==> config.mk <==
export PLATFORM = sky130hd
export DESIGN_NAME = div_hilo_ctrl
export DESIGN_NICKNAME = d
export VERILOG_FILES = /design/src/rtl/div_pkg.sv /design/src/rtl/div_sign_fix.sv /design/src/rtl/div_hilo_ctrl.sv
export SDC_FILE = /design/constraint.sdc
export NUM_CORES = 1
export LEC_CHECK = 0
export CORE_ASPECT_RATIO = 1.25
export CORE_MARGIN = 2
export CORE_UTILIZATION = 30
export CTS_CLUSTER_DIAMETER = 50
export DETAILED_ROUTE_END_ITERATION = 7
export PLACE_DENSITY = 0.61
export SKIP_CTS_REPAIR_TIMING = 1
export SLEW_MARGIN = 10
export SYNTH_ARGS = -nofsm -noshare
export SYNTH_HDL_FRONTEND = slang
export SYNTH_SLANG_ARGS = --single-unit
==> constraint.sdc <==
create_clock -name clk -period 5.77 [get_ports clk]
set_input_delay 1.154 -clock clk [delete_from_list [all_inputs] [get_ports clk]]
set_output_delay 1.154 -clock clk [all_outputs]
set_load 0.05 [all_outputs]
==> src/rtl/div_pkg.sv <==
// Shared types and constants for the MIPS DIV/DIVU execute-stage controller.
package div_pkg;

  localparam int unsigned DIV_W = 32;
  localparam logic [DIV_W-1:0] DIV_ZERO_LO = 32'hFFFF_FFFF;

  typedef enum logic [1:0] {
    DIV_IDLE  = 2'd0,
    DIV_ISSUE = 2'd1,
    DIV_WAIT  = 2'd2,
    DIV_DONE  = 2'd3
  } div_state_e;

  // Two's-complement negate when neg is set; 0x80000000 maps onto itself.
  function automatic logic [DIV_W-1:0] div_mag(input logic neg, input logic [DIV_W-1:0] v);
    return neg ? DIV_W'(-v) : v;
  endfunction

endpackage

==> src/rtl/div_sign_fix.sv <==
// Applies MIPS sign rules to the unsigned quotient/remainder from the divider.
module div_sign_fix
  import div_pkg::*;
(
  input  logic [DIV_W-1:0] q,
  input  logic [DIV_W-1:0] r,
  input  logic             q_neg,
  input  logic             r_neg,
  output logic [DIV_W-1:0] lo,
  output logic [DIV_W-1:0] hi
);

  assign lo = div_mag(q_neg, q);
  assign hi = div_mag(r_neg, r);

endmodule

==> src/rtl/div_hilo_ctrl.sv <==
// EX-stage DIV/DIVU controller: launches divu_fsm, stalls EX, writes HI/LO.
// Optional macro DIV_ZERO_FAST_EN: divide-by-zero skips the divider entirely.
module div_hilo_ctrl
  import div_pkg::*;
#(
  parameter int unsigned DATA_W = DIV_W
) (
  input  logic                clk,
  input  logic                resetn,
  input  logic                flush,
  input  logic                div_req,
  input  logic                div_signed,
  input  logic [DATA_W-1:0]   rs_val,
  input  logic [DATA_W-1:0]   rt_val,
  output logic                stall,
  output logic                hi_we,
  output logic                lo_we,
  output logic [DATA_W-1:0]   hi_wdata,
  output logic [DATA_W-1:0]   lo_wdata,
  output logic [DATA_W-1:0]   dv_src1,
  output logic [DATA_W-1:0]   dv_src2,
  output logic                dv_valid,
  output logic                dv_flush,
  input  logic [2*DATA_W-1:0] dv_out,
  input  logic                dv_res_valid
);

  div_state_e        state_q, state_d;
  logic [DIV_W-1:0]  src1_q, src1_d, src2_q, src2_d;
  logic [DIV_W-1:0]  lo_q, lo_d, hi_q, hi_d;
  logic              q_neg_q, q_neg_d, r_neg_q, r_neg_d;
  logic              dv_valid_q;
  logic              we_c;
  logic              zero_fast_c;
  logic [DIV_W-1:0]  fix_lo_c, fix_hi_c;

`ifdef DIV_ZERO_FAST_EN
  assign zero_fast_c = (rt_val == '0);
`else
  assign zero_fast_c = 1'b0;
`endif

  div_sign_fix u_sign_fix (
    .q     (dv_out[2*DATA_W-1:DATA_W]),
    .r     (dv_out[DATA_W-1:0]),
    .q_neg (q_neg_q),
    .r_neg (r_neg_q),
    .lo    (fix_lo_c),
    .hi    (fix_hi_c)
  );

  // Next-state, operand capture and strobe decode.
  always_comb begin
    state_d = state_q;
    src1_d  = src1_q;
    src2_d  = src2_q;
    q_neg_d = q_neg_q;
    r_neg_d = r_neg_q;
    lo_d    = lo_q;
    hi_d    = hi_q;
    stall   = 1'b0;
    we_c    = 1'b0;
    unique case (state_q)
      DIV_IDLE: begin
        if (div_req && !flush) begin
          stall = 1'b1;
          if (zero_fast_c) begin
            state_d = DIV_DONE;
            lo_d    = DIV_ZERO_LO;
            hi_d    = rs_val;
          end else begin
            state_d = DIV_ISSUE;
            src1_d  = div_mag(div_signed & rs_val[DIV_W-1], rs_val);
            src2_d  = div_mag(div_signed & rt_val[DIV_W-1], rt_val);
            q_neg_d = div_signed & (rs_val[DIV_W-1] ^ rt_val[DIV_W-1]);
            r_neg_d = div_signed & rs_val[DIV_W-1];
          end
        end
      end
      DIV_ISSUE: begin
        stall   = 1'b1;
        state_d = DIV_WAIT;
      end
      DIV_WAIT: begin
        stall = 1'b1;
        if (dv_res_valid && !flush) begin
          state_d = DIV_DONE;
          lo_d    = fix_lo_c;
          hi_d    = fix_hi_c;
        end
      end
      DIV_DONE: begin
        we_c    = ~flush;
        state_d = DIV_IDLE;
      end
      default: state_d = DIV_IDLE;
    endcase
    if (flush) state_d = DIV_IDLE;
  end

  always_ff @(posedge clk) begin
    if (!resetn) begin
      state_q    <= DIV_IDLE;
      src1_q     <= '0;
      src2_q     <= '0;
      q_neg_q    <= 1'b0;
      r_neg_q    <= 1'b0;
      lo_q       <= '0;
      hi_q       <= '0;
      dv_valid_q <= 1'b0;
    end else begin
      state_q    <= state_d;
      src1_q     <= src1_d;
      src2_q     <= src2_d;
      q_neg_q    <= q_neg_d;
      r_neg_q    <= r_neg_d;
      lo_q       <= lo_d;
      hi_q       <= hi_d;
      dv_valid_q <= (state_d == DIV_ISSUE);
    end
  end

  assign hi_we    = we_c;
  assign lo_we    = we_c;
  assign hi_wdata = hi_q;
  assign lo_wdata = lo_q;
  assign dv_src1  = src1_q;
  assign dv_src2  = src2_q;
  assign dv_valid = dv_valid_q;
  assign dv_flush = flush;

endmodule

# Word-level counts from Yosys, hierarchy flattened
# Cells that the tools add are included.
[word_totals]
register_bits = 133
output_inout_bits = 133
inputBits = 134
wordCells = 39
[op_classes]
eq_ne = 4
reduce_logical = 7
bitwise_logic = 5
mux = 11
addsub = 4
[ops]
columns = ["op", "count"]
rows = [
  ["$mux W32", 4],
  ["$neg A32 Y32", 4],
  ["$pmux W2 S4", 1],
  ["$mux W2", 3],
  ["$eq A2 B1 Y1 const B", 2],
  ["$eq A2 B2 Y1 const B", 2],
  ["$reduce_and A2 Y1", 2],
  ["$and A1 B1 Y1", 3],
  ["$logic_and A1 B1 Y1", 2],
  ["$logic_not A2 Y1", 1],
  ["$mux W1", 2],
  ["$pmux W1 S2", 1],
  ["$reduce_or A2 Y1", 1],
  ["$logic_not A1 Y1", 1],
  ["$not A1 Y1", 1],
  ["$xor A1 B1 Y1", 1],
]

# Logic depth before layout (Yosys ltp)
[depth]
ltp_word = 6
depth_mapped = 9
depth_no_buf = 7

# By module
# From an unflattened synthesis, not the netlist that was laid out.
[hier_totals]
cells_unflattened = 985
area_unflattened_um2 = 7611.0
[by_module_without_submodules]
columns = ["module", "area_each_um2", "cells_per_inst", "instances"]
rows = [
  ["div_hilo_ctrl", 6212.2, 787, 1],
  ["div_sign_fix", 1398.8, 198, 1],
]

# Least setup slack after synthesis
# Ideal clock, no wire load.
[synth_path]
kind = "input port to output port"
start = "input flush"
end = "output stall"
arrival_time_ns = 2.644
path_slack_ns = 1.972
required_time_ns = 4.616
cell_stages = 5
cell_sequence = "and3b_1 -> clkbuf_1 -> buf_1 -> nor2_1 -> nor2_1"
[synth_via]
elab_chain_cells = 4
[synth_rtl]
columns = ["item", "line", "text"]
rows = [
  ["start, declared", "div_hilo_ctrl.sv:10", "input logic flush,"],
  ["$logic_not A1 Y1", "div_hilo_ctrl.sv:65", "if (div_req && !flush) begin"],
  ["$logic_and A1 B1 Y1", "div_hilo_ctrl.sv:65", ""],
  ["$mux W1", "div_hilo_ctrl.sv:65", ""],
  ["$pmux W1 S2", "div_hilo_ctrl.sv:63", "unique case (state_q)"],
  ["end, declared", "div_hilo_ctrl.sv:15", "output logic stall,"],
]
# No other way between the ends.

# Worst setup path in the final report
# Ends and elaborated chain as after synthesis.

==> results.yml <==
outcome:
  status: "complete, no violations"
sta:
  finalClockSkew_ns: 0.0137
  tightest_slew_ns: 1.08
  setup_violations: 0
  max-slew-margin-rel: 0.278
  finalCriticalPeriod_ns: 4.26
  rsz0062_at_grt: "no"
  tns_ns: 0
  hold_violations: 0
  slew_violations: 0
  fmax_ghz: 0.235
  fin_crit_sh: 0.738
cells_and_area:
  fin_nets: 1288
  n_antenna_cell: 0
  seqCellArea_sq_mm: 0.00266
  fin_util: 0.449
  fillers: 2475
  drive_gt1_frac: 0.0544
  syn_to_final_growth_pct: 46.9
  multi_input_area_sq_mm: 0.00452
job:
  max_cap_viol_count: 0
synth:
  async_flop_share: 0
  post-synth-top-area-cell: "dfxtp_1"
  synth_cells: 919
  synth_cell_types: 60
  syn_avg_cell_area_sq_um: 8.15
  yosys_warnings: 0
  synth_common_cells: "dfxtp_1, o21ai_0, nor2_1"
  synth_area_sq_mm: 0.00749
  synthTopCellsByArea: "dfxtp_1, xor2_1, o21ai_0"
  synth_most_common_cell: "dfxtp_1"
  synth_ff_type: "dfxtp_1"
  yosysSeqAreaShare: 0.355
  synth_top_area_share: 0.355
  synth-edff-count: 0
  syn_nets: 1062
  ys_ff_latch: 133
power_and_ir_drop:
  p_leak_nw: 3.58
  p_per_area_mw_per_mm2: 245
  vdd_drop_max_v: 0.000185
critical_path:
  worstPathRequired_ns: 4.62
  crit_cells: 5
  crit_type: "input port to output port"
  cp_max_fo: 7
  path_cells: "clkdlybuf4s50_1, and3b_4, nor2_1, nor2_1, clkdlybuf4s50_1"
  crit_slowest_cell: "clkdlybuf4s50_1"
  cp_data_arrival_time_ns: 3.10
  critPathTopFamily: "buffers and inverters"
  cp-end-kind: "output port"
  slowest_delay_ns: 0.84
  r2r_cells: 6
  worst-path-buf-inv: 2
  cp-start-kind: "input port"
cts:
  cts.sinks: 133
  clk_path_buf_depth: 2
  htree_levels: 4
  cts_tree: "built"
  cts_buffers: 17
  root_buffer: "clkbuf_16"
  clk_pin_slew_ns: 0.06
  insertion_delay_ns: 0.43
global_route:
  grt_overflow: 0
  grt_max_degree: 120
  antenna_found_initial: 1
  track_usage: 0.191
  grt_pass1_wl_microns: 40400
  grt_pass1_vias: 7418
floorplanning:
  pin_count: 267
  die-width_microns: 145
  placementRows: 64
  die_height_microns: 181
  dieArea_sq_mm: 0.0263
  initial_core_util: 0.306
  core_area_sq_mm: 0.0245
hold_path:
  hold_path.class: "flip-flop to flip-flop"
  hold_depth: 2
detailed_routing:
  drt_first_pass_iters: 4
  wirelength_microns: 25300
  wire_per_inst_microns: 17.0
  drc_errors: 0
  vias: 7589
  routed_via_density: 5.10
  drt_iter0_markers: 310
  ant_nets: 0
placement:
  place.gp.congestion: 0.846
  dpl.hpwl_microns: 18600
  io_buffers: 266
## sequential cells by signal (all words and copies together), names as in the netlist
register,count
hi_wdata,32
dv_src2,32
q_neg_q,1
dv_src1,32
lo_wdata,32
dv_valid,1
r_neg_q,1
state_q,2
## metrics by stage
| stage | instances | hold WS [ns] | worst slack, ns | cell area [sq um] | power [mW] |
|---|---|---|---|---|---|
| after detailed placement | 1456 | 0.441 | 1.44 | 10400 | 1.55 |
| after CTS | 1488 | 0.455 | 1.43 | 11000 | 2.74 |
| final | 1488 | 0.449 | 1.51 | 11000 | 2.70 |
| after floorplan | 919 | 0.531 | 1.97 | 7490 | 1.30 |
| after global placement | 1456 | 0.432 | 1.44 | 10400 | 1.55 |
| after global routing | 1488 | 0.481 | 1.41 | 11000 | 2.81 |
## kinds of logic after synthesis
kind of cell | Yosys count | synth area share
adders and majority gates | 9 | 0.0150
muxes | 17 | 0.0227
and+or+nand+nor | 300 | 0.220
DFF | 133 | 0.355
xor gates and xnor gates | 92 | 0.108
AOI/OAI and AO/OA | 286 | 0.236
buffers and inverters | 82 | 0.0433
## cell usage in the layout, fill, tap and decap left out, types with 15 or more instances in the layout
cell type        netlist  layout
mux2i_1               17      17
or4_1                 24      24
dfxtp_1              133     133
nor2_1                80      78
o21ai_0               86      86
nand2_1               58      58
clkbuf_16              0      17
or3_1                 17      17
nor4_1                17      17
o22ai_1               15      15
o31ai_1               28      28
inv_1                 15      15
a21oi_1               67      67
a31oi_1               16      16
xor2_1                64      64
nor3_1                15      15
xnor2_1               28      28
a211oi_1              38      38
clkdlybuf4s50_1        0     266
## layer usage
metal  share of wire  wire, microns  vias to the layer above  GRT usage
li1                -              -                     3841          -
met1            0.43          10900                     3503      0.227
met2            0.49          12400                      222      0.335
met3           0.065           1660                       21     0.0559
met4           0.013            330                        2     0.0490
met5         0.00063             16                        -          0
## final cells by class
cell class	instances	share of cell area
Clock buffer	20	0.0415
Timing Repair Buffer	273	0.247
Multi-Input combinational cell	704	0.411
Sequential cell	133	0.242
Tap cell	330	0.0375
Clock inverter	12	0.0161
Inverter	16	0.00546
## worst register-to-register path, cell delays in order, from the launching register on
cell and delay [ns]:
dfxtp_1 0.34, inv_1 0.13, ha_1 0.18, and3b_4 0.19
buf_4 0.79, nand2_1 0.51, o22ai_1 0.26
## power breakdown
group	switching [mW]	leakage (nW)	total (mW)	internal (mW)
combinational	0.328	2.20	0.550	0.222
sequential	0.0214	1.08	0.978	0.957
clock	0.425	0.298	1.17	0.746
total	0.775	3.58	2.70	1.92
## path summary, 6_finish.rpt
| check | startpoint | endpoint | slack (ns) |
|---|---|---|---|
| worst max-delay path | flush | stall | 1.51 |
| worst min-delay path | lo_wdata[14]$_SDFFE_PN0P_ | lo_wdata[14]$_SDFFE_PN0P_ | 0.45 |
| worst max register to register | state_q[0]$_SDFF_PN0_ | dv_src1[29]$_SDFFE_PN0P_ | 3.31 |
| worst min register to register | lo_wdata[14]$_SDFFE_PN0P_ | lo_wdata[14]$_SDFFE_PN0P_ | 0.45 |
No activity file was read; power rests on OpenSTA's default activity.
